`config.mk`:
```
export PLATFORM = sky130hd
export DESIGN_NAME = overflow_rec_rdout
export DESIGN_NICKNAME = d
export VERILOG_FILES = /design/src/rtl/overflow_rec_rdout.sv
export SDC_FILE = /design/constraint.sdc
export NUM_CORES = 1
export LEC_CHECK = 0
export ABC_AREA = 1
export CAP_MARGIN = 20
export CORE_MARGIN = 5
export CORE_UTILIZATION = 43
export CTS_CLUSTER_DIAMETER = 50
export DETAILED_ROUTE_END_ITERATION = 10
export HOLD_SLACK_MARGIN = 0.08
export PLACE_DENSITY = 0.69
export SLEW_MARGIN = 30
export SYNTH_ARGS = -nofsm -noshare
export SYNTH_HDL_FRONTEND = slang
export SYNTH_SLANG_ARGS = --single-unit
export TNS_END_PERCENT = 100
```
`constraint.sdc`:
```
create_clock -name clk -period 1.7 [get_ports clk]
set_input_delay 0.17 -clock clk [delete_from_list [all_inputs] [get_ports clk]]
set_output_delay 0.17 -clock clk [all_outputs]
set_load 0.01 [all_outputs]
```
`src/rtl/overflow_rec_rdout.sv`:
```
// overflow_rec_rdout
// Pops one overflow record (start LTC, end LTC, channel) at a time from the
// overflow FIFO and holds it stable so firmware can read it coherently as
// 16-bit register words. Each record is popped exactly once.
//
// Ports:
//   clk, rst_n        system clock, asynchronous active-low reset
//   ovf_count         live FIFO occupancy from overflow_fifo_ctrl
//   ovf_start_ltc     head-of-FIFO start LTC (show-ahead)
//   ovf_end_ltc       head-of-FIFO end LTC (show-ahead)
//   ovf_chan          head-of-FIFO channel index
//   ovf_rd_req        one-cycle pop strobe to the FIFO
//   load              one-cycle request to fetch the next record
//   clear             one-cycle request to release the held record
//   auto_load         level: fetch whenever idle and FIFO non-empty
//   rd_addr           register word select
//   rd_data           selected register word (combinational from held state)
//   rec_valid         a record is held
//   load_err          sticky misuse flag (load while busy/holding or empty)
//   err_clr           one-cycle clear of load_err
module overflow_rec_rdout #(
  parameter int unsigned P_LTC_WIDTH  = 49,
  parameter int unsigned P_CHAN_WIDTH = 5,
  parameter int unsigned P_CNT_WIDTH  = 16,
  parameter int unsigned P_SETTLE     = 2
) (
  input  logic                    clk,
  input  logic                    rst_n,
  input  logic [P_CNT_WIDTH-1:0]  ovf_count,
  input  logic [P_LTC_WIDTH-1:0]  ovf_start_ltc,
  input  logic [P_LTC_WIDTH-1:0]  ovf_end_ltc,
  input  logic [P_CHAN_WIDTH-1:0] ovf_chan,
  output logic                    ovf_rd_req,
  input  logic                    load,
  input  logic                    clear,
  input  logic                    auto_load,
  input  logic [3:0]              rd_addr,
  output logic [15:0]             rd_data,
  output logic                    rec_valid,
  output logic                    load_err,
  input  logic                    err_clr
);

  localparam int unsigned SET_W  = $clog2(P_SETTLE + 2);
  localparam int unsigned WORD_W = 16;
  localparam int unsigned EXT_W  = 64;
  localparam int unsigned CHF_W  = WORD_W - 2;

  localparam logic [1:0] S_IDLE   = 2'd0;
  localparam logic [1:0] S_POP    = 2'd1;
  localparam logic [1:0] S_SETTLE = 2'd2;
  localparam logic [1:0] S_HOLD   = 2'd3;

  typedef struct packed {
    logic [P_LTC_WIDTH-1:0]  start_ltc;
    logic [P_LTC_WIDTH-1:0]  end_ltc;
    logic [P_CHAN_WIDTH-1:0] chan;
  } rec_t;

  logic [1:0]       state, state_nxt;
  rec_t             held, held_nxt;
  logic [SET_W-1:0] settle_cnt, settle_cnt_nxt;
  logic             rd_req_nxt;
  logic             rec_valid_nxt;
  logic             load_err_nxt;
  logic             err_set;

  // State, held record, settle counter and registered outputs
  always_ff @(posedge clk or negedge rst_n) begin
    if (!rst_n) begin
      state      <= S_IDLE;
      held       <= '0;
      settle_cnt <= '0;
      ovf_rd_req <= 1'b0;
      rec_valid  <= 1'b0;
      load_err   <= 1'b0;
    end else begin
      state      <= state_nxt;
      held       <= held_nxt;
      settle_cnt <= settle_cnt_nxt;
      ovf_rd_req <= rd_req_nxt;
      rec_valid  <= rec_valid_nxt;
      load_err   <= load_err_nxt;
    end
  end

  // Next-state, capture and output decode
  always_comb begin
    state_nxt      = state;
    held_nxt       = held;
    settle_cnt_nxt = settle_cnt;
    err_set        = 1'b0;

    case (state)
      S_IDLE: begin
        // Capture the show-ahead head in the same cycle the trigger is seen
        if ((load || auto_load) && (ovf_count != '0)) begin
          held_nxt.start_ltc = ovf_start_ltc;
          held_nxt.end_ltc   = ovf_end_ltc;
          held_nxt.chan      = ovf_chan;
          state_nxt          = S_POP;
        end else if (load) begin
          err_set = 1'b1;
        end
      end

      S_POP: begin
        err_set        = load;
        settle_cnt_nxt = SET_W'(P_SETTLE);
        state_nxt      = (P_SETTLE == 0) ? S_HOLD : S_SETTLE;
      end

      S_SETTLE: begin
        // Leave once the decrement would reach zero: P_SETTLE cycles here
        err_set = load;
        if (settle_cnt > SET_W'(1)) begin
          settle_cnt_nxt = settle_cnt - SET_W'(1);
        end else begin
          settle_cnt_nxt = '0;
          state_nxt      = S_HOLD;
        end
      end

      S_HOLD: begin
        // clear beats a coincident load, which is then silently dropped
        if (clear) begin
          state_nxt = S_IDLE;
        end else if (load) begin
          err_set = 1'b1;
        end
      end

      default: begin
        state_nxt = S_IDLE;
      end
    endcase

    rd_req_nxt    = (state_nxt == S_POP);
    rec_valid_nxt = (state_nxt == S_HOLD);
    // New error has priority over err_clr
    load_err_nxt  = err_set | (load_err & ~err_clr);
  end

  logic [EXT_W-1:0] start_ext;
  logic [EXT_W-1:0] end_ext;

  assign start_ext = EXT_W'(held.start_ltc);
  assign end_ext   = EXT_W'(held.end_ltc);

  // Register read mux
  always_comb begin
    rd_data = '0;
    case (rd_addr)
      4'd0:    rd_data = {rec_valid, load_err, CHF_W'(held.chan)};
      4'd1:    rd_data = start_ext[15:0];
      4'd2:    rd_data = start_ext[31:16];
      4'd3:    rd_data = start_ext[47:32];
      4'd4:    rd_data = start_ext[63:48];
      4'd5:    rd_data = end_ext[15:0];
      4'd6:    rd_data = end_ext[31:16];
      4'd7:    rd_data = end_ext[47:32];
      4'd8:    rd_data = end_ext[63:48];
      4'd9:    rd_data = WORD_W'(ovf_count);
      default: rd_data = '0;
    endcase
  end

endmodule

```
* After elaboration in Yosys (flattened, before gate mapping)
Cells that the tools add are included.
Word-level totals: register bits after elaboration 110, bits of input ports 129, output and inout bits 19
Cells by class: add/subtract/negate cells 1, order comparisons 1, equal/unequal tests 14, multiplexer cells 11, bitwise logic cells 3, reduce and logical (&&, ||, !) cells 8
Operators with widths (number):
- $pmux W16 S10 | 1
- $eq A4 B3 Y1 const B | 4
- $reduce_bool A16 Y1 | 1
- $eq A4 B2 Y1 const B | 2
- $eq A4 B4 Y1 const B | 2
- $mux W2 | 4
- $pmux W2 S4 | 1
- $eq A2 B2 Y1 const B | 3
- $eq A2 B1 Y1 const B | 2
- $eq A4 B1 Y1 const B | 1
- $logic_not A4 Y1 | 1
- $pmux W2 S2 | 1
- $mux W1 | 3
- $pmux W1 S3 | 1
- $gt A2 B1 Y1 const B | 1
- $logic_not A2 Y1 | 1
- $reduce_and A2 Y1 | 1
- $reduce_bool A2 Y1 | 1
- $reduce_or A2 Y1 | 1
- $sub A2 B1 Y2 const B | 1
- $and A1 B1 Y1 | 1
- $logic_and A1 B1 Y1 | 1
- $logic_or A1 B1 Y1 | 1
- $not A1 Y1 | 1
- $or A1 B1 Y1 | 1

* Longest topological paths before layout
Gate-level depths: netlist of run 1.
depth in word-level cells 5, depth in mapped cells 10, depth with buffers taken out 8

* Least setup slack after synthesis of run 1
OpenSTA, ideal clock, no wires.
path kind reg2reg, from register state[0], to register held (netlist bit end_ext[0]), library setup time 0.130 ns, arrival 1.363 ns, data required time 1.570 ns, path slack 0.206 ns, cell stages (with the launch flop) 8, clock period less this slack 1.494 ns, cells stage by stage dfrtp_1 inv_1 ha_1 inv_1 buf_12 nor2_8 clkbuf_1 o21ai_1
Between the ends: word-level cells in the longest chain between the ends 2
RTL lines:
- from (decl) | line 60 | logic [1:0] state, state_nxt;
- from (signal assigned) | line 78 | state <= state_nxt;
- $logic_not A2 Y1 | line 94 | case (state)
- $reduce_and A2 Y1 (no line)
- to (signal assigned) | line 79 | held <= held_nxt;
- to (decl) | line 61 | rec_t held, held_nxt;
Every way passes these cells. A chain may end at the register's enable or synchronous reset.

* Final worst setup path of run 1
from input rd_addr[0], to output rd_data[13]
Between the ends: word-level cells in the longest chain between the ends 2, elaborated cells on any way between the ends 11, those cells by class eq/ne (9); mux (1); reduce/logical (1)
RTL lines:
- from (decl) | line 37 | input logic [3:0] rd_addr,
- $eq A4 B4 Y1 (tied with other cells) | line 153 | case (rd_addr)
- $pmux W16 S10 * | line 153
- to (decl) | line 38 | output logic [15:0] rd_data,
Mark *: on every way between the ends. The rest lies on a longest branch, timed or not.

==> results of run 1 <==
## area by class of cell
cell class | count | area, sq um
Sequential cell | 110 | 2750
Tap cell | 176 | 220
Multi-Input combinational cell | 418 | 2430
Fill cell | 1132 | 5150
Timing Repair Buffer | 202 | 1970
Inverter | 96 | 365
Clock buffer | 12 | 256
Clock inverter | 4 | 53.8
## repair_timing
action / 4_1_cts / 5_1_grt
hold buffers: 1 / 0
resized for setup: 58 / 41
setup endpoints to repair: 16 / 55
endpoints found under the hold margin: 22 / 0
pin swaps: 6 / 3
buffers inserted: 6 / 2
## per-layer routing
metal / share of wire [%] / GRT usage, % / routed length (um)
met5: 0 / 0 / 0
met4: 2.3 / 6.19 / 391
met3: 6.2 / 6.10 / 1050
met2: 49 / 36.4 / 8310
met1: 42 / 27.8 / 7180
## report_power, final
part,internal [mW],switching [mW]
Sequential,3.89,0.510
Combinational,2.04,2.92
Clock,1.23,0.982
## worst paths after layout
kind	start	to	slack [ns]	cells past startpoint
max in group asynchronous	rst_n	held[77]$_DFFE_PN0P_	0.78	3
min in group clk	ovf_end_ltc[42]	end_ext[42]$_DFFE_PN0P_	0.36	3
setup / recovery	rd_addr[0]	rd_data[13]	0.02	9
setup reg to reg	state[0]$_DFF_PN0_	end_ext[43]$_DFFE_PN0P_	0.11	8
hold reg to reg	settle_cnt[0]$_DFFE_PN0N_	settle_cnt[0]$_DFFE_PN0N_	0.51	2
hold / removal	rst_n	end_ext[34]$_DFFE_PN0P_	0.26	2
## placed cells by master, fill, tap and decap left out, drive strengths merged
cell type        n
a211oi           1
a21oi           19
a31o             1
buf             55
bufinv           1
clkbuf          19
clkdlybuf4s15    9
clkdlybuf4s50  126
clkinv           1
clkinvlp         2
dfrtp          110
dlygate4sd2      4
dlygate4sd3      1
ha               5
inv             96
nand2          178
nand3           21
nand3b           2
nor2            37
nor3             1
o211ai           1
o21ai          125
o22ai           26
or2              1
## per-stage QoR
step	std cells	TNS, ns	util, %	instance area, sq um
final	1018	0	61.0	8040
after global routing	1018	-0.0296	61.0	8040
after CTS	1016	-0.0153	60.3	7960
after detailed placement	993	-24.37	57.1	7530
after global placement	993	-22.58	57.1	7530
after floorplan	654	0	-	5750
## sequential cells by signal, summed over array words and instances, names as in the netlist
register	cells
settle_cnt	2
end_ext	49
state	2
load_err	1
held	54
ovf_rd_req	1
rec_valid	1
## cells by family (layout without fill, tap and decap cells)
logic type | Yosys count | in the layout | share of synthesized area [%]
fa+ha+maj | 5 | 5 | 1.09
flops | 110 | 110 | 47.9
compound gates | 173 | 173 | 18.4
buf+inv | 126 | 314 | 12.3
simple gates | 240 | 240 | 20.3
==> results.yml, run 1 <==
run_status:
  status: "finished clean"
floorplanning:
  core-area_sq_um: 13200
  fp.dieW_um: 126
  io_pins: 148
  start_util_pct: 43.6
  rows: 42
  die-area_sq_um: 15800
  die_height_um: 126
detailed_routing:
  drc: 0
  dr.first_iter.drc_count: 369
  via_per_inst: 4.96
  drt_pass1_iterations: 5
  vias: 5048
  avgRoutedWirePerCell_um: 16.6
  drtAntennaViolNets: 0
  wirelength_um: 16900
yosys:
  synth_flop_cell: "dfrtp_1"
  yosys.area.top_type_share_pct: 47.9
  synth-edff-count: 0
  ys_seq_elements: 110
  avgSynthCellArea_sq_um: 8.79
  synthTopCellsByCount: "dfrtp_1, nand2_1, inv_1"
  synthesis.nets: 788
  netlist-cell-type-count: 30
  yosysMostFrequentCell: "dfrtp_1"
  syn-cell-area_sq_um: 5750
  async_flop_share_pct: 100
  synth.area.top_cells: "dfrtp_1, nand2_2, nand2_1"
  netlist.top_cell.by_area: "dfrtp_1"
  seq_area_frac_synth_pct: 47.9
  synthCells: 654
  yosys_warnings: 0
hold_path:
  hold_path_class: "input port to async pin"
grt:
  grt_first_pass_wirelength_um: 27400
  grt_pass1_vias: 5354
  grt_max_degree: 66
  grt_antenna_before_repair: 0
  track_usage_pct: 21.8
  grt_overflow: 0
critical_path:
  cp.required_ns: 1.53
  cp_slowest_stage_delay_ns: 0.26
  worst_path_most_repeated_cell: "clkdlybuf4s15_2"
  crit_arrival_ns: 1.51
  path_max_fanout: 9
  cp_cell_sequence: "clkdlybuf4s15_2 -> inv_2 -> nor2_4 -> nand2_1 -> buf_4 -> o22ai_1 -> nor2_1 -> nand3_1 -> clkdlybuf4s15_2"
  start_kind: "input port"
  cp.buffers_inverters: 4
  path_class: "input port to output port"
  cpLargestDelayFamily: "buffers and inverters"
  end_kind: "output port"
  critPathSlowestCell: "clkdlybuf4s15_2"
timing:
  maxSlewViolCount: 0
  holdWs_ns: 0.261
  setup_viol: 0
  finalClockSkew_ns: 0.00372
  relSlewSlack_pct: 76.4
  fin_crit_ns: 1.68
  timing.final.ws_setup_ns: 0.0218
  fin_crit_sh_pct: 98.7
  max_freq_ghz: 0.596
  worstMarginPinSlew_ns: 0.354
  rsz0062_at_grt: "yes"
  final-hold-violation-count: 0
clocking:
  clkTransAtPathRegs_ns: 0.07
  cts_inserted_buffers: 9
  cts-root-buf: "clkbuf_16"
  clock_latency_ns: 0.35
  cts.sinks: 110
  htreeDepth: 3
  cts_tree: "done"
  cts_max_path_buffers: 2
cells_and_area:
  n_antenna_cell: 0
  syn2layout_area_growth_pct: 40.0
  nets: 971
  drive_above_1_share_pct: 28.3
pwr:
  power_density_nw_per_um2: 1440
  vdd_ir_drop_max_uv: 814
  p_leak_nw: 3.72
  p_total_mw: 11.6
placed_design:
  place_congestion: 0.949
  io_buffers: 147
  dpl.hpwl_um: 13200
  post-place-ws_ns: -0.701
flow_run:
  maxCapViolations: 0
Power figures use the tool's default switching activity.
==> inputs of run 2 (changes only) <==
--- a/config.mk
+++ b/config.mk
@@ -8,11 +8,11 @@
 export ABC_AREA = 1
 export CAP_MARGIN = 20
 export CORE_MARGIN = 5
-export CORE_UTILIZATION = 43
+export CORE_UTILIZATION = 45
 export CTS_CLUSTER_DIAMETER = 50
 export DETAILED_ROUTE_END_ITERATION = 10
 export HOLD_SLACK_MARGIN = 0.08
-export PLACE_DENSITY = 0.69
+export PLACE_DENSITY = 0.72
 export SLEW_MARGIN = 30
 export SYNTH_ARGS = -nofsm -noshare
 export SYNTH_HDL_FRONTEND = slang
==> constraint.sdc (replaced) <==
create_clock -name clk -period 2 [get_ports clk]
set_input_delay 0.3 -clock clk [delete_from_list [all_inputs] [get_ports clk]]
set_output_delay 0.3 -clock clk [all_outputs]
set_load 0.01 [all_outputs]
==> run 2 against run 1 <==
Net effect:
- clock power is 16% lower
- cell area shrank 0.90%
- clock-buffer cell count fell by 3
- largest power group unchanged
==> results.yml, run 2 (same netlist as run 1, synthesis figures left out) <==
timing:
  setup_viol: 0
  fin_crit_sh_pct: 95.6
  rsz0062_at_grt: "no"
  maxSlewViolCount: 0
  fin_crit_ns: 1.91
  max_freq_ghz: 0.523
  relSlewSlack_pct: 63.3
  finalClockSkew_ns: 0.00977
  final-hold-violation-count: 0
  worstMarginPinSlew_ns: 0.550
  holdWs_ns: 0.474
hold_path:
  hold_path_class: "input port to async pin"
pwr:
  vdd_ir_drop_max_uv: 606
  p_leak_nw: 3.71
  p_total_mw: 9.65
  power_density_nw_per_um2: 1210
cells_and_area:
  area.sequential_sq_um: 2750
  multiInputGateArea_sq_um: 2460
  nets: 965
  final_common_cell: "clkdlybuf4s50_1"
  drive_above_1_share_pct: 27.9
  final_util_pct: 63.4
  regMostFlops: "held"
  largest_register_ffs: 54
  fillers: 1055
  syn2layout_area_growth_pct: 38.7
  mostFrequentLayoutCells: "clkdlybuf4s50_1, dfrtp_1, nand2_1, inv_1, nand2_2"
  n_antenna_cell: 0
floorplanning:
  core-area_sq_um: 12600
  io_pins: 148
  fp.dieW_um: 123
  start_util_pct: 45.7
  die-area_sq_um: 15100
  rows: 41
  die_height_um: 123
grt:
  grt_first_pass_wirelength_um: 26600
  grt_antenna_before_repair: 0
  grt_max_degree: 46
  track_usage_pct: 22.7
  grt_overflow: 0
  grt_pass1_vias: 5247
critical_path:
  crit_arrival_ns: 1.61
  path_class: "input port to output port"
  start_kind: "input port"
  cp.required_ns: 1.70
  end_kind: "output port"
  path_max_fanout: 6
clocking:
  cts_tree: "done"
  cts-root-buf: "clkbuf_16"
  cts_max_path_buffers: 2
  htreeDepth: 3
  cts.sinks: 110
  clkTransAtPathRegs_ns: 0.08
  cts_inserted_buffers: 9
  clock_latency_ns: 0.36
detailed_routing:
  drt_pass1_iterations: 5
  dr.first_iter.drc_count: 434
  avgRoutedWirePerCell_um: 16.6
  drc: 0
  via_per_inst: 5.00
  vias: 5038
  drtAntennaViolNets: 0
  wirelength_um: 16700
run_status:
  status: "finished clean"
placed_design:
  io_buffers: 147
  dpl.hpwl_um: 12700
  place_congestion: 0.895
flow_run:
  maxCapViolations: 0
[run 2: changes by cell type in the layout (fill, tap and decap cells not counted), moves of 5 or more]
cell	previous run	this run
buf_4	43	37
clkdlybuf4s15_2	6	0
o22ai_2	11	6
o21ai_0	43	50
inv_2	8	3
buf_2	0	15
[run 2: report_power, final]
group          switching (mW)  internal, mW  total (mW)
combinational            2.53          1.56        4.09
sequential              0.400          3.31        3.71
clock                   0.861         0.990        1.85
total                    3.79          5.86        9.65
[run 2: area by class of cell]
type,instances,share of cell area [%]
multi-input cells,418,30.9
inverters,96,4.66
clock inverters,7,1.02
repair buffers,196,23.3
flip-flops and latches,110,34.5
clock buffers,9,2.83
well taps,172,2.70
[run 2: layer usage]
| metal | vias to the layer above | track usage, % | wire [um] |
|---|---|---|---|
| met1 | 2378 | 30.4 | 7190 |
| met5 | - | 0 | 0 |
| met2 | 186 | 37.1 | 8020 |
| li1 | 2453 | - | - |
| met4 | 0 | 5.88 | 253 |
| met3 | 21 | 5.86 | 1230 |
[run 2: final timing paths]
| kind | cells past startpoint | endpoint | from | slack [ns] |
|---|---|---|---|---|
| setup / recovery | 10 | rd_data[12] | rd_addr[1] | 0.09 |
| hold / removal | 2 | held[90]$_DFFE_PN0P_ | rst_n | 0.47 |
| setup reg to reg | 7 | held[82]$_DFFE_PN0P_ | state[0]$_DFF_PN0_ | 0.35 |
| hold reg to reg | 2 | end_ext[42]$_DFFE_PN0P_ | end_ext[42]$_DFFE_PN0P_ | 0.51 |
| max in group asynchronous | 3 | held[62]$_DFFE_PN0P_ | rst_n | 0.92 |
| min in group clk | 3 | end_ext[9]$_DFFE_PN0P_ | ovf_end_ltc[9] | 0.48 |
[run 2: repair_timing]
item,in CTS,in global routing
setup buffers,5,2
gates cloned,0,0
hold endpoints to repair,37,0
endpoints found under the setup margin,16,15
hold buffers,1,0
pin swaps,11,6
gates resized for setup,109,16
[run 2: metrics by stage]
step	area [sq um]	std cells	setup TNS, ns	setup slack, ns
after detailed placement	7470	984	-9.71	-0.697
after CTS	7920	1006	0	0.00775
final	7970	1008	0	0.0879
after global routing	7970	1008	0	0.0172
after global placement	7470	984	-9.43	-0.660
after floorplan	5750	654	0	0.506
[run 2: worst max-delay path, cell delays in order]
cell and delay (ns):
clkdlybuf4s15_1 0.27, inv_1 0.10, nor2_4 0.15, buf_12 0.12, nand2_8 0.07, buf_4 0.15, nor2_1 0.12, nor2_2 0.08
nand3_1 0.10, buf_2 0.14
